`src/rtl/calci_arbiter.sv`:
```
// calci_arbiter
//   Round-robin front end that shares one 8-bit calculator between NREQ
//   requesters. A single registered issue stage drives the calculator
//   (Valid/A/B/ctrl) and holds steady while Stall is high. Each accepted
//   operation's requester ID rides a LATENCY-deep tag pipeline and is
//   paired with the calculator result C when it comes out the far end.
//
// Ports
//   clk, rst_n              clock, synchronous active-low reset
//   req_valid/a/b/ctrl      per-requester operation (packed, requester i at
//                           [8i+7:8i] / [2i+1:2i])
//   req_ready               one-hot combinational grant
//   Valid, A, B, ctrl       issue stage towards the calculator
//   Stall                   calculator back-pressure
//   C                       calculator result
//   rsp_valid/id/c          registered result pulse with owning requester
//   inflight                operations accepted but not yet returned
module calci_arbiter #(
    parameter int NREQ    = 4,
    parameter int LATENCY = 2,
    parameter int IDW     = 2
) (
    input  logic                 clk,
    input  logic                 rst_n,
    input  logic [NREQ-1:0]      req_valid,
    input  logic [NREQ*8-1:0]    req_a,
    input  logic [NREQ*8-1:0]    req_b,
    input  logic [NREQ*2-1:0]    req_ctrl,
    output logic [NREQ-1:0]      req_ready,
    output logic                 Valid,
    output logic [7:0]           A,
    output logic [7:0]           B,
    output logic [1:0]           ctrl,
    input  logic                 Stall,
    input  logic [15:0]          C,
    output logic                 rsp_valid,
    output logic [IDW-1:0]       rsp_id,
    output logic [15:0]          rsp_c,
    output logic [IDW+1:0]       inflight
);

    // Flat operand buses viewed as per-requester lanes.
    logic [NREQ-1:0][7:0] a_vec;
    logic [NREQ-1:0][7:0] b_vec;
    logic [NREQ-1:0][1:0] ctrl_vec;

    assign a_vec    = req_a;
    assign b_vec    = req_b;
    assign ctrl_vec = req_ctrl;

    logic [IDW-1:0] ptr;
    logic [IDW-1:0] issue_id;
    logic           free;
    logic           accept;
    logic           grant_found;
    logic [IDW-1:0] grant_idx;
    logic [IDW-1:0] ptr_next;
    int             cand;

    // Tag pipeline: vld_pipe[s]/id_pipe[s] is the tag s+1 edges after accept.
    logic [LATENCY-1:0]          vld_pipe;
    logic [LATENCY-1:0][IDW-1:0] id_pipe;
    logic                        retire;

    assign free   = !Valid || !Stall;
    assign accept = Valid && !Stall;
    assign retire = vld_pipe[LATENCY-1];

    // Scan from the pointer upward with wrap; first active requester wins.
    always_comb begin
        req_ready   = '0;
        grant_found = 1'b0;
        grant_idx   = '0;
        cand        = 0;
        if (rst_n && free) begin
            for (int k = 0; k < NREQ; k++) begin
                cand = (int'(ptr) + k) % NREQ;
                if (!grant_found && req_valid[IDW'(cand)]) begin
                    grant_found = 1'b1;
                    grant_idx   = IDW'(cand);
                end
            end
            if (grant_found)
                req_ready[grant_idx] = 1'b1;
        end
    end

    assign ptr_next = (grant_idx == IDW'(NREQ - 1)) ? '0 : grant_idx + 1'b1;

    always_ff @(posedge clk) begin
        if (!rst_n) begin
            Valid     <= 1'b0;
            A         <= '0;
            B         <= '0;
            ctrl      <= '0;
            issue_id  <= '0;
            ptr       <= '0;
            vld_pipe  <= '0;
            id_pipe   <= '0;
            rsp_valid <= 1'b0;
            rsp_id    <= '0;
            rsp_c     <= '0;
            inflight  <= '0;
        end else begin
            // Issue stage: reload when free, otherwise hold under stall.
            if (free) begin
                if (grant_found) begin
                    Valid    <= 1'b1;
                    A        <= a_vec[grant_idx];
                    B        <= b_vec[grant_idx];
                    ctrl     <= ctrl_vec[grant_idx];
                    issue_id <= grant_idx;
                    ptr      <= ptr_next;
                end else begin
                    Valid <= 1'b0;
                end
            end

            // Tag pipeline advances every cycle regardless of Stall.
            vld_pipe[0] <= accept;
            id_pipe[0]  <= issue_id;
            for (int s = 1; s < LATENCY; s++) begin
                vld_pipe[s] <= vld_pipe[s-1];
                id_pipe[s]  <= id_pipe[s-1];
            end

            rsp_valid <= retire;
            if (retire) begin
                rsp_id <= id_pipe[LATENCY-1];
                rsp_c  <= C;
            end

            case ({accept, retire})
                2'b10:   inflight <= inflight + 1'b1;
                2'b01:   inflight <= inflight - 1'b1;
                default: inflight <= inflight;
            endcase
        end
    end

endmodule

```
`config.mk`:
```
export PLATFORM = sky130hd
export DESIGN_NAME = calci_arbiter
export DESIGN_NICKNAME = d
export VERILOG_FILES = /design/src/rtl/calci_arbiter.sv
export SDC_FILE = /design/constraint.sdc
export NUM_CORES = 1
export LEC_CHECK = 0
export ABC_AREA = 1
export BUFFER_PORTS_ARGS = -buffer_cell sky130_fd_sc_hd__buf_2
export CAP_MARGIN = 20
export CORE_AREA = 5 5 85 87
export DETAILED_ROUTE_END_ITERATION = 7
export DIE_AREA = 0 0 90 92
export PLACE_DENSITY = 0.95
export SETUP_SLACK_MARGIN = 0.05
export SLEW_MARGIN = 20
export SYNTH_ARGS = -nofsm -noshare
export SYNTH_HDL_FRONTEND = slang
export SYNTH_SLANG_ARGS = --single-unit
```
`constraint.sdc`:
```
create_clock -name clk -period 4.7 [get_ports clk]
set_input_delay 1.175 -clock clk [delete_from_list [all_inputs] [get_ports clk]]
set_output_delay 1.175 -clock clk [all_outputs]
set_load 0.005 [all_outputs]
```
# ---- Word-level counts from Yosys, hierarchy flattened
# Index checks and enable logic that the tools add are counted.
# W data, S select, Z words.
dict set report op_classes {
  add_sub_neg 6
  multipliers 0
  n_div 0
  order_cmp 7
  n_eq_ne 3
  shift 0
  muxes 40
  bitwise 0
  n_reduce_logical 14
}
# op count
set op_table {}
lappend op_table {{$bmux W8 S2} 2}
lappend op_table {{$mux W1} 19}
lappend op_table {{$lt A2 B4 Y1 const B} 4}
lappend op_table {{$mux W2} 8}
lappend op_table {{$mux W8} 2}
lappend op_table {{$bmux W1 S2} 4}
lappend op_table {{$mux W4} 2}
lappend op_table {{$pmux W4 S2} 1}
lappend op_table {{$logic_and A1 B1 Y1} 6}
lappend op_table {{$lt A2 B3 Y1 const B} 2}
lappend op_table {{$logic_not A1 Y1} 5}
lappend op_table {{$add A2 B1 Y2 const B} 2}
lappend op_table {{$add A2 B2 Y2 const B} 2}
lappend op_table {{$add A4 B1 Y4 const B} 1}
lappend op_table {{$bmux W2 S2} 1}
lappend op_table {{$eq A2 B2 Y1 const B} 2}
lappend op_table {{$sub A4 B1 Y4 const B} 1}
lappend op_table {{$demux W1 S2} 1}
lappend op_table {{$eq A2 B1 Y1 const B} 1}
lappend op_table {{$ge A2 B1 Y1 const B} 1}
lappend op_table {{$reduce_and A2 Y1} 1}
lappend op_table {{$reduce_bool A2 Y1} 1}
lappend op_table {{$logic_or A1 B1 Y1} 1}
dict set report totals {
  ff_bits 52
  latchBits 0
  ramBits 0
  rom_bits 0
  inputBits 95
  output_inout_bits 46
  wordCells 83
  mem_count 0
}

# ---- Logic depth before layout (Yosys ltp)
# Gate-level depths: netlist (run 1).
dict set report logic_depth {
  word_depth 23
  depth_mapped 17
  mapped_depth_nobuf 15
}

# ---- Least setup slack after synthesis (run 1)
# OpenSTA, ideal clock, no wires.
dict set report synth_path {
  path_type {in2out}
  start {in req_valid[2]}
  end {out req_ready[0]}
  t_arrival_ns 2.259
  required_ns 3.525
  path_slack_ns 1.266
  path_stages 13
  n_path_buf 2
  path_cell_list {inv_1 -> nand2_1 -> nand2_1 -> nand2_1 -> nand2_1 -> nand2_2 -> nand2_1 -> nand2_2 -> nand2_4 -> buf_6 -> buf_6 -> nand2_1 -> nor2_1}
}
dict set report synth_between {
  elab_chain_cells 23
  word_cells_on_any_way 38
  cone_classes {order compare (2); mux (29); reduce/logical (7)}
}
# item line
set synth_rtl {}
lappend synth_rtl {{start, declared} 25} ;# input logic [NREQ-1:0] req_valid,
lappend synth_rtl {{$bmux W1 S2} 78} ;# if (!grant_found && req_valid[IDW'(cand)]) begin
lappend synth_rtl {{$mux W1 (not written as such) (2 in a row)} 78}
lappend synth_rtl {{$mux W1} 78}
lappend synth_rtl {{$mux W1} 75} ;# if (rst_n && free) begin
lappend synth_rtl {{$logic_not A1 Y1} 78}
lappend synth_rtl {{$logic_and A1 B1 Y1} 78}
lappend synth_rtl {{$mux W1} 78}
lappend synth_rtl {{$mux W1} 75}
lappend synth_rtl {{[6 not listed]} --}
lappend synth_rtl {{$mux W2} 78}
lappend synth_rtl {{$mux W2} 75}
lappend synth_rtl {{$lt A2 B3 Y1 (not written as such) / $ge A2 B1 Y1 (equally long branches)} 84} ;# req_ready[grant_idx] = 1'b1;
lappend synth_rtl {{$logic_and A1 B1 Y1 (not written as such)} 84}
lappend synth_rtl {{$mux W1 (not written as such)} 84}
lappend synth_rtl {{$demux W1 S2} 84}
lappend synth_rtl {{$mux W4 (*)} 83} ;# if (grant_found)
lappend synth_rtl {{$mux W4 (*)} 75}
lappend synth_rtl {{end, declared} 29} ;# output logic [NREQ-1:0] req_ready,
# Every way passes the cells marked *; elsewhere a longest branch is shown, timed or not. The select of a mux whose other input is x is not followed.

# ---- Worst setup path after layout (run 1)
dict set report layout_path {
  start {in req_valid[3]}
  end {out req_ready[1]}
}
# Same word-level chain as after synthesis.

==> run_results.csv, run 1 <==
group,metric,value,unit
sta,slew_violations,0,
routing,drt_iter0_markers,130,
setup_path,rr_endpoint,"ctrl[0]",
outcome,status,"completed",
setup_path,worstPathCellList,"buf_2 -> inv_1 -> nand2_1 -> nand3_1 -> nand2_1 -> nor2_2 -> nand3_2 -> nand2_4 -> buf_4 -> nor2_8 -> nand2_1 -> inv_1 -> buf_2",
setup_path,cpLargestDelayFamily,"simple AND/OR/NAND/NOR gates",
clocking,path_clk_slew,0.09,ns
sta,tightest_slew,0.597,ns
sta,final.min_clock_period,3.93,ns
setup_path,end_kind,"output pin",
clocking,cts_setup_buffers,0,
routing,drc,0,
global_routing,grt_max_degree,47,
synth,synth_nets,612,
setup_path,ff2ff_path_depth,15,
routing,vias,3557,
sta,setup_tns,0,ns
placement,globalplace.congestion,0.859,
pwr,p_total,2030,uW
synth,synth_area_per_cell,6.26,um2
setup_path,worstPathRequired,3.52,ns
setup_path,worstSetupPathType,"in2out",
synth,synth_edf_count,0,
final_layout,final_util,0.637,
routing,detail-route-antenna-nets,0,
pwr,ir_drop,319,uV
final_layout,layout.nets,739,
global_routing,antenna_found_initial,0,
floorplan,num_io_pins,141,
sta,rsz0062_at_grt,"false",
sta,skew,0.00868,ns
synth,synth_top_family_by_area,"simple AND/OR/NAND/NOR gates",
setup_path,timing.critical_path.buf_inv,5,
synth,synth_xor_area_frac,0.00819,
setup_path,critPathLaunch,"req_valid[3]",
synth,synth-async-reset-ratio,0,
final_layout,final_cell_mix,"154 x nand2_1, 140 x buf_2, 99 x inv_1",
clocking,cts_tree,"yes",
clocking,post_cts_resized,0,
final_layout,syn_to_final_growth,24.6,%
clocking,htreeDepth,2,
sta,fmaxAchievable,255,MHz
worst_hold_path,hp-class,"reg2reg",
synth,ys_seq_elements,52,
routing,wirelength,8860,um
synth,synth.yosys.warnings,0,
synth,yosysSeqAreaShare,0.324,
synth,synth_compound_area_frac,0.106,
setup_path,max_stage_delay,0.40,ns
routing,wl_per_cell,12.4,um
final_layout,n_antenna_cell,0,
setup_path,r2r_slack,2.08,ns
synth,synth_top_flop_cell,"dfxtp_1",
placement,portBuffers,140,
clocking,cts_buffers,5,
setup_path,critical_path_depth,13,
pwr,power.density,507,mW/mm2
clocking,numClockSinks,52,
sta,setup_violations,0,
final_layout,nFillCells,551,
setup_path,cp-start-kind,"input port",
synth,syn-cell-area,0.00321,mm2
routing,routed_via_density,4.96,
global_routing,grt_usage,0.212,
setup_path,crit_fanout,37,
floorplan,start_util,0.511,
sta,post-route-period-util,0.835,
clocking,max-clock-path-buffers,2,
synth,synth_cell_types,31,
synth,synthMuxAreaShare,0,
clocking,clock_latency,0.29,ns
sta,hold_violations,0,
setup_path,r2r_start,"ptr[0]",
setup_path,cp_slowest_cell,"buf_4",
setup_path,critPathArrivalTime,2.75,ns
sta,max_slew_margin,0.601,
setup_path,crit_end,"req_ready[1]",
pwr,power_leakage,0.00251,uW
setup_path,cpMostUsedCell,"nand2_1",
global_routing,grt_pass1_wl,15300,um
placement,place_hpwl,6710,um
synth,synthSimpleGateAreaFrac,0.365,
synth,syn-instance-count,513,
floorplan,core,0.00628,mm2
global_routing,overflow,0,
global_routing,grt_pass1_vias,3578,
flow_run,max_cap_viol_count,0,
floorplan,die_w,90,um
clocking,cts_hold_buf,0,
floorplan,die_h,92,um
final_layout,drive_gt1_frac,0.280,
clocking,root_buffer,"clkbuf_8",
final_layout,regArea,0.00104,mm2
routing,drtPass1Iterations,5,
floorplan,die_area,0.00828,mm2
final_layout,final_common_cell,"nand2_1",
synth,synth_fa_ha_area_frac,0.0179,
final_layout,multi_input_area,0.00159,mm2
floorplan,rows,29,
## power breakdown
| group | switching, uW | internal [uW] | total [uW] | leakage, uW |
|---|---|---|---|---|
| Combinational | 689 | 367 | 1060 | 0.00202 |
| Sequential | 74.0 | 548 | 622 | 0.000429 |
| Clock | 140 | 210 | 350 | 0.0000642 |
| Total | 903 | 1120 | 2030 | 0.00251 |
## worst min path at each step
stage                     slack (ns)  cells after the start     endpoint         from
after floorplan                 0.39                      2   id_pipe[2]   id_pipe[0]
after global placement          0.39                      2  vld_pipe[1]  vld_pipe[0]
after detailed placement        0.40                      2   id_pipe[3]   id_pipe[1]
after CTS                       0.42                      2   id_pipe[3]   id_pipe[1]
after global routing            0.44                      2   id_pipe[3]   id_pipe[1]
final                           0.42                      2   id_pipe[2]   id_pipe[0]
## area by class of cell
type / instances / share of cell area
Multi-Input combinational cell: 331 / 0.399
Sequential cell: 52 / 0.260
Timing Repair Buffer: 145 / 0.185
Inverter: 105 / 0.100
Tap cell: 77 / 0.0241
Clock buffer: 5 / 0.0172
Clock inverter: 2 / 0.0150
## metrics by stage
stage	hold slack (ns)	area (um2)	std cells	setup WS, ns
final	0.425	4000	717	0.774
after global routing	0.440	4000	717	0.612
after CTS	0.424	4000	717	0.796
after detailed placement	0.399	3870	710	0.799
after global placement	0.392	3870	710	0.884
after floorplan	0.390	3210	513	1.27
## flip-flops by register name, indices dropped and copies added (netlist names)
register	count
issue_id	2
B	8
rsp_id	2
rsp_valid	1
Valid	1
A	8
vld_pipe	2
rsp_c	16
ptr	2
ctrl	2
inflight	4
id_pipe	4
## routing by layer
| metal | track usage | share of wire | wire [um] |
|---|---|---|---|
| met1 | 0.243 | 0.39 | 3480 |
| met2 | 0.383 | 0.50 | 4410 |
| met3 | 0.0466 | 0.097 | 858 |
| met4 | 0.0794 | 0.013 | 111 |
| met5 | 0 | 0 | 0 |
## cells in the mapped netlist (3+ instances only)
| cell type | count | area share |
|---|---|---|
| a21oi_1 | 3 | 0.0047 |
| buf_2 | 4 | 0.0062 |
| buf_4 | 6 | 0.014 |
| buf_6 | 7 | 0.025 |
| clkbuf_1 | 8 | 0.0094 |
| dfxtp_1 | 52 | 0.32 |
| ha_1 | 3 | 0.012 |
| inv_1 | 99 | 0.12 |
| inv_2 | 3 | 0.0035 |
| nand2_1 | 154 | 0.18 |
| nand2_2 | 5 | 0.0097 |
| nand3_1 | 60 | 0.094 |
| nor2_1 | 46 | 0.054 |
| o21ai_0 | 22 | 0.034 |
| o21ai_1 | 4 | 0.0062 |
| o21bai_1 | 9 | 0.021 |
| o21bai_2 | 9 | 0.032 |
## worst min-delay path, stage by stage (launching register included)
cell and delay [ns]:
dfxtp_1 0.32, nand2_1 0.05, inv_1 0.04
## kinds of logic after synthesis
| group | Yosys count |
|---|---|
| flops | 52 |
| simple gates | 274 |
| xor+xnor | 3 |
| compound gates | 50 |
| fa+ha+maj | 4 |
| buf+inv | 130 |
(Power assumes the default switching activity.)
==> run 2, diff against run 1 <==
--- a/config.mk
+++ b/config.mk
@@ -8,10 +8,10 @@
 export ABC_AREA = 1
 export BUFFER_PORTS_ARGS = -buffer_cell sky130_fd_sc_hd__buf_2
 export CAP_MARGIN = 20
-export CORE_AREA = 5 5 85 87
+export CORE_AREA = 5 5 93 95
 export DETAILED_ROUTE_END_ITERATION = 7
-export DIE_AREA = 0 0 90 92
-export PLACE_DENSITY = 0.95
+export DIE_AREA = 0 0 98 100
+export PLACE_DENSITY = 0.85
 export SETUP_SLACK_MARGIN = 0.05
 export SLEW_MARGIN = 20
 export SYNTH_ARGS = -nofsm -noshare
==> constraint.sdc (replaced) <==
create_clock -name clk -period 3.22 [get_ports clk]
set_input_delay 0.805 -clock clk [delete_from_list [all_inputs] [get_ports clk]]
set_output_delay 0.805 -clock clk [all_outputs]
set_load 0.005 [all_outputs]
==> run 2 against run 1 <==
  * Largest power group unchanged
  * Critical endpoint is now req_ready[0]
  * Routed wire length fell by 0.28%
  * Global-route usage fell by 3.5 points
  * Flip-flop and latch count did not move
==> run_results.csv, run 2 (synthesis gave the netlist of run 1 again) <==
group,metric,value,unit
final_layout,final_common_cell,"nand2_1",
sta,setup_violations,0,
clocking,numClockSinks,52,
global_routing,grt_pass1_vias,3336,
final_layout,drive_gt1_frac,0.285,
final_layout,layout.nets,743,
sta,post-route-period-util,0.921,
global_routing,antenna_found_initial,0,
pwr,power_leakage,0.00252,uW
clocking,cts_setup_buffers,0,
setup_path,timing.critical_path.buf_inv,2,
final_layout,n_antenna_cell,0,
routing,drt_iter0_markers,239,
final_layout,syn_to_final_growth,26.1,%
floorplan,core,0.00765,mm2
final_layout,stdcell_count,747,
floorplan,die_w,98,um
placement,numPlacedInstances,739,
clocking,clock_latency,0.30,ns
clocking,cts_buffers,5,
clocking,root_buffer,"clkbuf_8",
global_routing,grt_max_degree,47,
placement,globalplace.congestion,0.977,
final_layout,largest_register,"rsp_c",
global_routing,grt_pass1_wl,14700,um
routing,wirelength,8830,um
placement,dpl_cell_area,0.00393,mm2
sta,fmaxAchievable,337,MHz
clocking,post_cts_resized,0,
routing,drtPass1Iterations,4,
final_layout,largest_register_ffs,16,
floorplan,die_h,100,um
sta,max_slew_margin,0.603,
setup_path,end_kind,"output pin",
final_layout,nFillCells,760,
setup_path,crit_fanout,10,
global_routing,grt_usage,0.177,
routing,wl_per_cell,11.8,um
placement,place_hpwl,6660,um
pwr,p_total,2950,uW
clocking,cts_tree,"yes",
final_layout,fin_area,0.00405,mm2
clocking,path_clk_slew,0.10,ns
pwr,ir_drop,389,uV
flow_run,max_cap_viol_count,0,
setup_path,max_stage_delay,0.64,ns
sta,skew,0.0112,ns
pwr,power.density,728,mW/mm2
setup_path,cp-start-kind,"flip-flop",
placement,portBuffers,140,
setup_path,critPathArrivalTime,2.16,ns
routing,vias,3565,
setup_path,cp_slowest_cell,"dfxtp_1",
sta,tightest_slew,0.595,ns
worst_hold_path,hp-class,"reg2reg",
floorplan,rows,32,
routing,drc,0,
global_routing,overflow,0,
sta,hold_ws,0.411,ns
clocking,cts_hold_buf,0,
setup_path,cpLargestDelayFamily,"simple AND/OR/NAND/NOR gates",
setup_path,cpMostUsedCell,"nand2_1",
floorplan,num_io_pins,141,
setup_path,worstSetupPathType,"reg2out",
outcome,status,"completed",
setup_path,worstPathRequired,2.41,ns
sta,slew_violations,0,
final_layout,final_cell_mix,"154 x nand2_1, 140 x buf_2, 99 x inv_1",
sta,rsz0062_at_grt,"false",
sta,hold_violations,0,
floorplan,die_area,0.00980,mm2
routing,detail-route-antenna-nets,0,
sta,final.min_clock_period,2.97,ns
floorplan,start_util,0.420,
sta,setup_tns,0,ns
setup_path,worstPathCellList,"nand2_1 -> nand3_1 -> nand2_1 -> nor2_2 -> nand3_2 -> nand2_4 -> inv_2 -> nand2_1 -> nor2_1 -> buf_2",
clocking,max-clock-path-buffers,2,
clocking,htreeDepth,2,
routing,routed_via_density,4.77,
final_layout,reg.largest.list,"rsp_c x16, A x8, B x8",
run 2: tightest hold or removal path: stages, from the launching register on:
cell     delay, ns
dfxtp_1       0.32
nand2_1       0.04
inv_1         0.04
run 2: power breakdown:
group / switching [uW] / internal [uW]
sequential: 106 / 800
combinational: 1020 / 567
clock: 218 / 234
run 2: final timing paths:
path / slack, ns / to / cells after the start / from
worst max-delay path: 0.25 / req_ready[0] / 10 / ptr[0]
worst min-delay path: 0.41 / vld_pipe[1] / 2 / vld_pipe[0]
worst max register to register: 0.84 / A[4] / 14 / ptr[0]
worst min register to register: 0.41 / vld_pipe[1] / 2 / vld_pipe[0]
run 2: cell type report:
type	count	area, um2	area share
Timing Repair Buffer	149	768	0.190
Tap cell	102	128	0.0315
Clock inverter	3	46.3	0.0114
Clock buffer	5	68.8	0.0170
Inverter	105	400	0.0989
Multi-Input combinational cell	331	1590	0.394
Sequential cell	52	1040	0.257
run 2: metal layers:
metal / track usage / wire, um / vias to the layer above
met1: 0.212 / 3600 / 1557
li1: - / - / 1808
met4: 0.0501 / 159 / 0
met3: 0.0396 / 840 / 24
met5: 0 / 0 / -
met2: 0.317 / 4230 / 176
run 2: stage by stage:
step / setup slack, ns / utilization
6_report: 0.255 / 0.529
5_1_grt: 0.127 / 0.529
4_1_cts: 0.292 / 0.529
3_5_place_dp: 0.356 / 0.514
3_3_place_gp: 0.458 / 0.514
2_1_floorplan: 0.526 / -
==> run 3, diff against run 2 <==
--- a/config.mk
+++ b/config.mk
@@ -11,7 +11,7 @@
 export CORE_AREA = 5 5 93 95
 export DETAILED_ROUTE_END_ITERATION = 7
 export DIE_AREA = 0 0 98 100
-export PLACE_DENSITY = 0.85
+export PLACE_DENSITY = 0.76
 export SETUP_SLACK_MARGIN = 0.05
 export SLEW_MARGIN = 20
 export SYNTH_ARGS = -nofsm -noshare
==> run 3 against run 2 <==
  * Global-route usage is 0.39 points lower
  * Design area is 0.37% higher
  * Clock skew is 0.0041 ns lower
  * Total power is 0.55% lower
==> run_results.csv, run 3 (synthesis gave the netlist of run 1 again) <==
group,metric,value,unit
final_layout,nFillCells,778,
global_routing,antenna_found_initial,0,
final_layout,reg.largest.list,"rsp_c x16, A x8, B x8",
global_routing,grt_usage,0.173,
routing,routed_via_density,4.61,
setup_path,cp_slowest_cell,"nand2_4",
setup_path,timing.critical_path.buf_inv,4,
global_routing,grt_max_degree,47,
pwr,power.density,721,mW/mm2
clocking,htreeDepth,2,
clocking,root_buffer,"clkbuf_8",
clocking,clock_latency,0.30,ns
final_layout,largest_register,"rsp_c",
global_routing,grt_busiest_layer,"met2",
clocking,post_cts_resized,0,
final_layout,n_antenna_cell,0,
setup_path,worstSetupPathType,"in2out",
clocking,cts_tree,"yes",
placement,globalplace.congestion,0.885,
final_layout,final_common_cell,"nand2_1",
clocking,cts_buffers,5,
clocking,cts_hold_buf,0,
clocking,numClockSinks,52,
routing,wirelength,8630,um
clocking,path_clk_slew,0.10,ns
routing,detail-route-antenna-nets,0,
sta,fmaxAchievable,343,MHz
final_layout,final_cell_mix,"154 x nand2_1, 140 x buf_2, 99 x inv_1",
floorplan,num_io_pins,141,
final_layout,layout.nets,744,
setup_path,cpLargestDelayFamily,"simple AND/OR/NAND/NOR gates",
worst_hold_path,min_from,"id_pipe[0]",
routing,wl_per_cell,11.5,um
pwr,p_total,2930,uW
setup_path,max_stage_delay,0.21,ns
clocking,max-clock-path-buffers,2,
final_layout,syn_to_final_growth,26.5,%
global_routing,met1_usage,0.210,
worst_hold_path,hp-class,"reg2reg",
global_routing,grt_pass1_wl,14400,um
sta,post-route-period-util,0.906,
routing,drc,0,
setup_path,critPathArrivalTime,2.11,ns
sta,hold_violations,0,
setup_path,crit_fanout,13,
setup_path,end_kind,"output pin",
routing,drt_iter0_markers,100,
setup_path,cpMostUsedCell,"nand2_1",
placement,portBuffers,140,
outcome,status,"completed",
flow_run,max_cap_viol_count,0,
global_routing,grt_pass1_vias,3308,
final_layout,regArea,0.00104,mm2
sta,tightest_slew,0.473,ns
floorplan,die_area,0.00980,mm2
floorplan,die_h,100,um
sta,setup_tns,0,ns
placement,place_hpwl,6700,um
sta,skew,0.00707,ns
final_layout,largest_register_ffs,16,
sta,slew_violations,0,
sta,setup_violations,0,
floorplan,die_w,98,um
setup_path,worstPathRequired,2.41,ns
routing,drtPass1Iterations,4,
setup_path,critPathLaunch,"req_valid[1]",
final_layout,multi_input_area,0.00159,mm2
global_routing,met3_usage,0.0431,
setup_path,worstPathCellList,"buf_2 -> inv_1 -> nand2_1 -> nand3_1 -> nand2_1 -> nor2_2 -> nand3_2 -> nand2_4 -> inv_2 -> nand2_1 -> nor2_1 -> buf_2",
pwr,power_leakage,0.00253,uW
routing,vias,3448,
sta,rsz0062_at_grt,"false",
floorplan,start_util,0.420,
setup_path,r2r_start,"ptr[0]",
setup_path,cp-start-kind,"input port",
sta,max_slew_margin,0.683,
pwr,ir_drop,286,uV
final_layout,stdcell_count,748,
global_routing,overflow,0,
placement,numPlacedInstances,740,
floorplan,rows,32,
floorplan,core,0.00765,mm2
global_routing,grtUsageMet2,0.304,
final_layout,drive_gt1_frac,0.288,
clocking,cts_setup_buffers,0,
sta,final.min_clock_period,2.92,ns
[run 3: cell types whose count changed in the layout (fill, tap and decap cells not counted)]
cell and delta:
buf_4 +1, clkbuf_8 +1, clkinv_4 +1, clkinvlp_4 -1, dfxtp_1 -1, dfxtp_2 +1, inv_6 -1
[run 3: stage by stage]
step	setup WS (ns)	area, um2	utilization	hold slack (ns)
3_3_place_gp	0.335	3940	0.515	0.394
4_1_cts	0.233	4060	0.531	0.426
5_1_grt	0.210	4060	0.531	0.425
3_5_place_dp	0.321	3940	0.515	0.400
2_1_floorplan	0.526	3210	-	0.390
6_report	0.302	4060	0.531	0.427
[run 3: area by class of cell]
| class | instances | area share |
|---|---|---|
| multi-input combinational | 331 | 0.392 |
| clock buffer | 6 | 0.0203 |
| timing repair buffer | 150 | 0.191 |
| tap | 102 | 0.0314 |
| sequential | 52 | 0.257 |
| inverter | 105 | 0.0986 |
| clock inverter | 2 | 0.00955 |
[run 3: layer usage]
metal / vias to the layer above / part of all wire
li1: 1799 / -
met1: 1514 / 0.42
met2: 127 / 0.49
met3: 8 / 0.080
met4: 0 / 0.010
met5: - / 0
[run 3: worst reg2reg max path: cells and delay by family, from the launching register on]
family / cells / cell delay (ns)
buffers and inverters: 3 / 0.46
flip-flops: 1 / 0.50
AND/OR/NAND/NOR: 11 / 1.15
[run 3: path summary, 6_finish.rpt]
kind | end | slack [ns] | cells after the start
worst max-delay path | req_ready[0] | 0.30 | 12
worst min-delay path | id_pipe[2] | 0.43 | 2
worst max register to register | A[1] | 1.02 | 14
worst min register to register | id_pipe[2] | 0.43 | 2
[run 3: report_power, final]
part / switching, uW / leakage, uW / internal [uW] / total [uW]
registers: 105 / 0.000430 / 802 / 907
clock network: 215 / 0.0000614 / 254 / 470
logic: 981 / 0.00204 / 572 / 1550
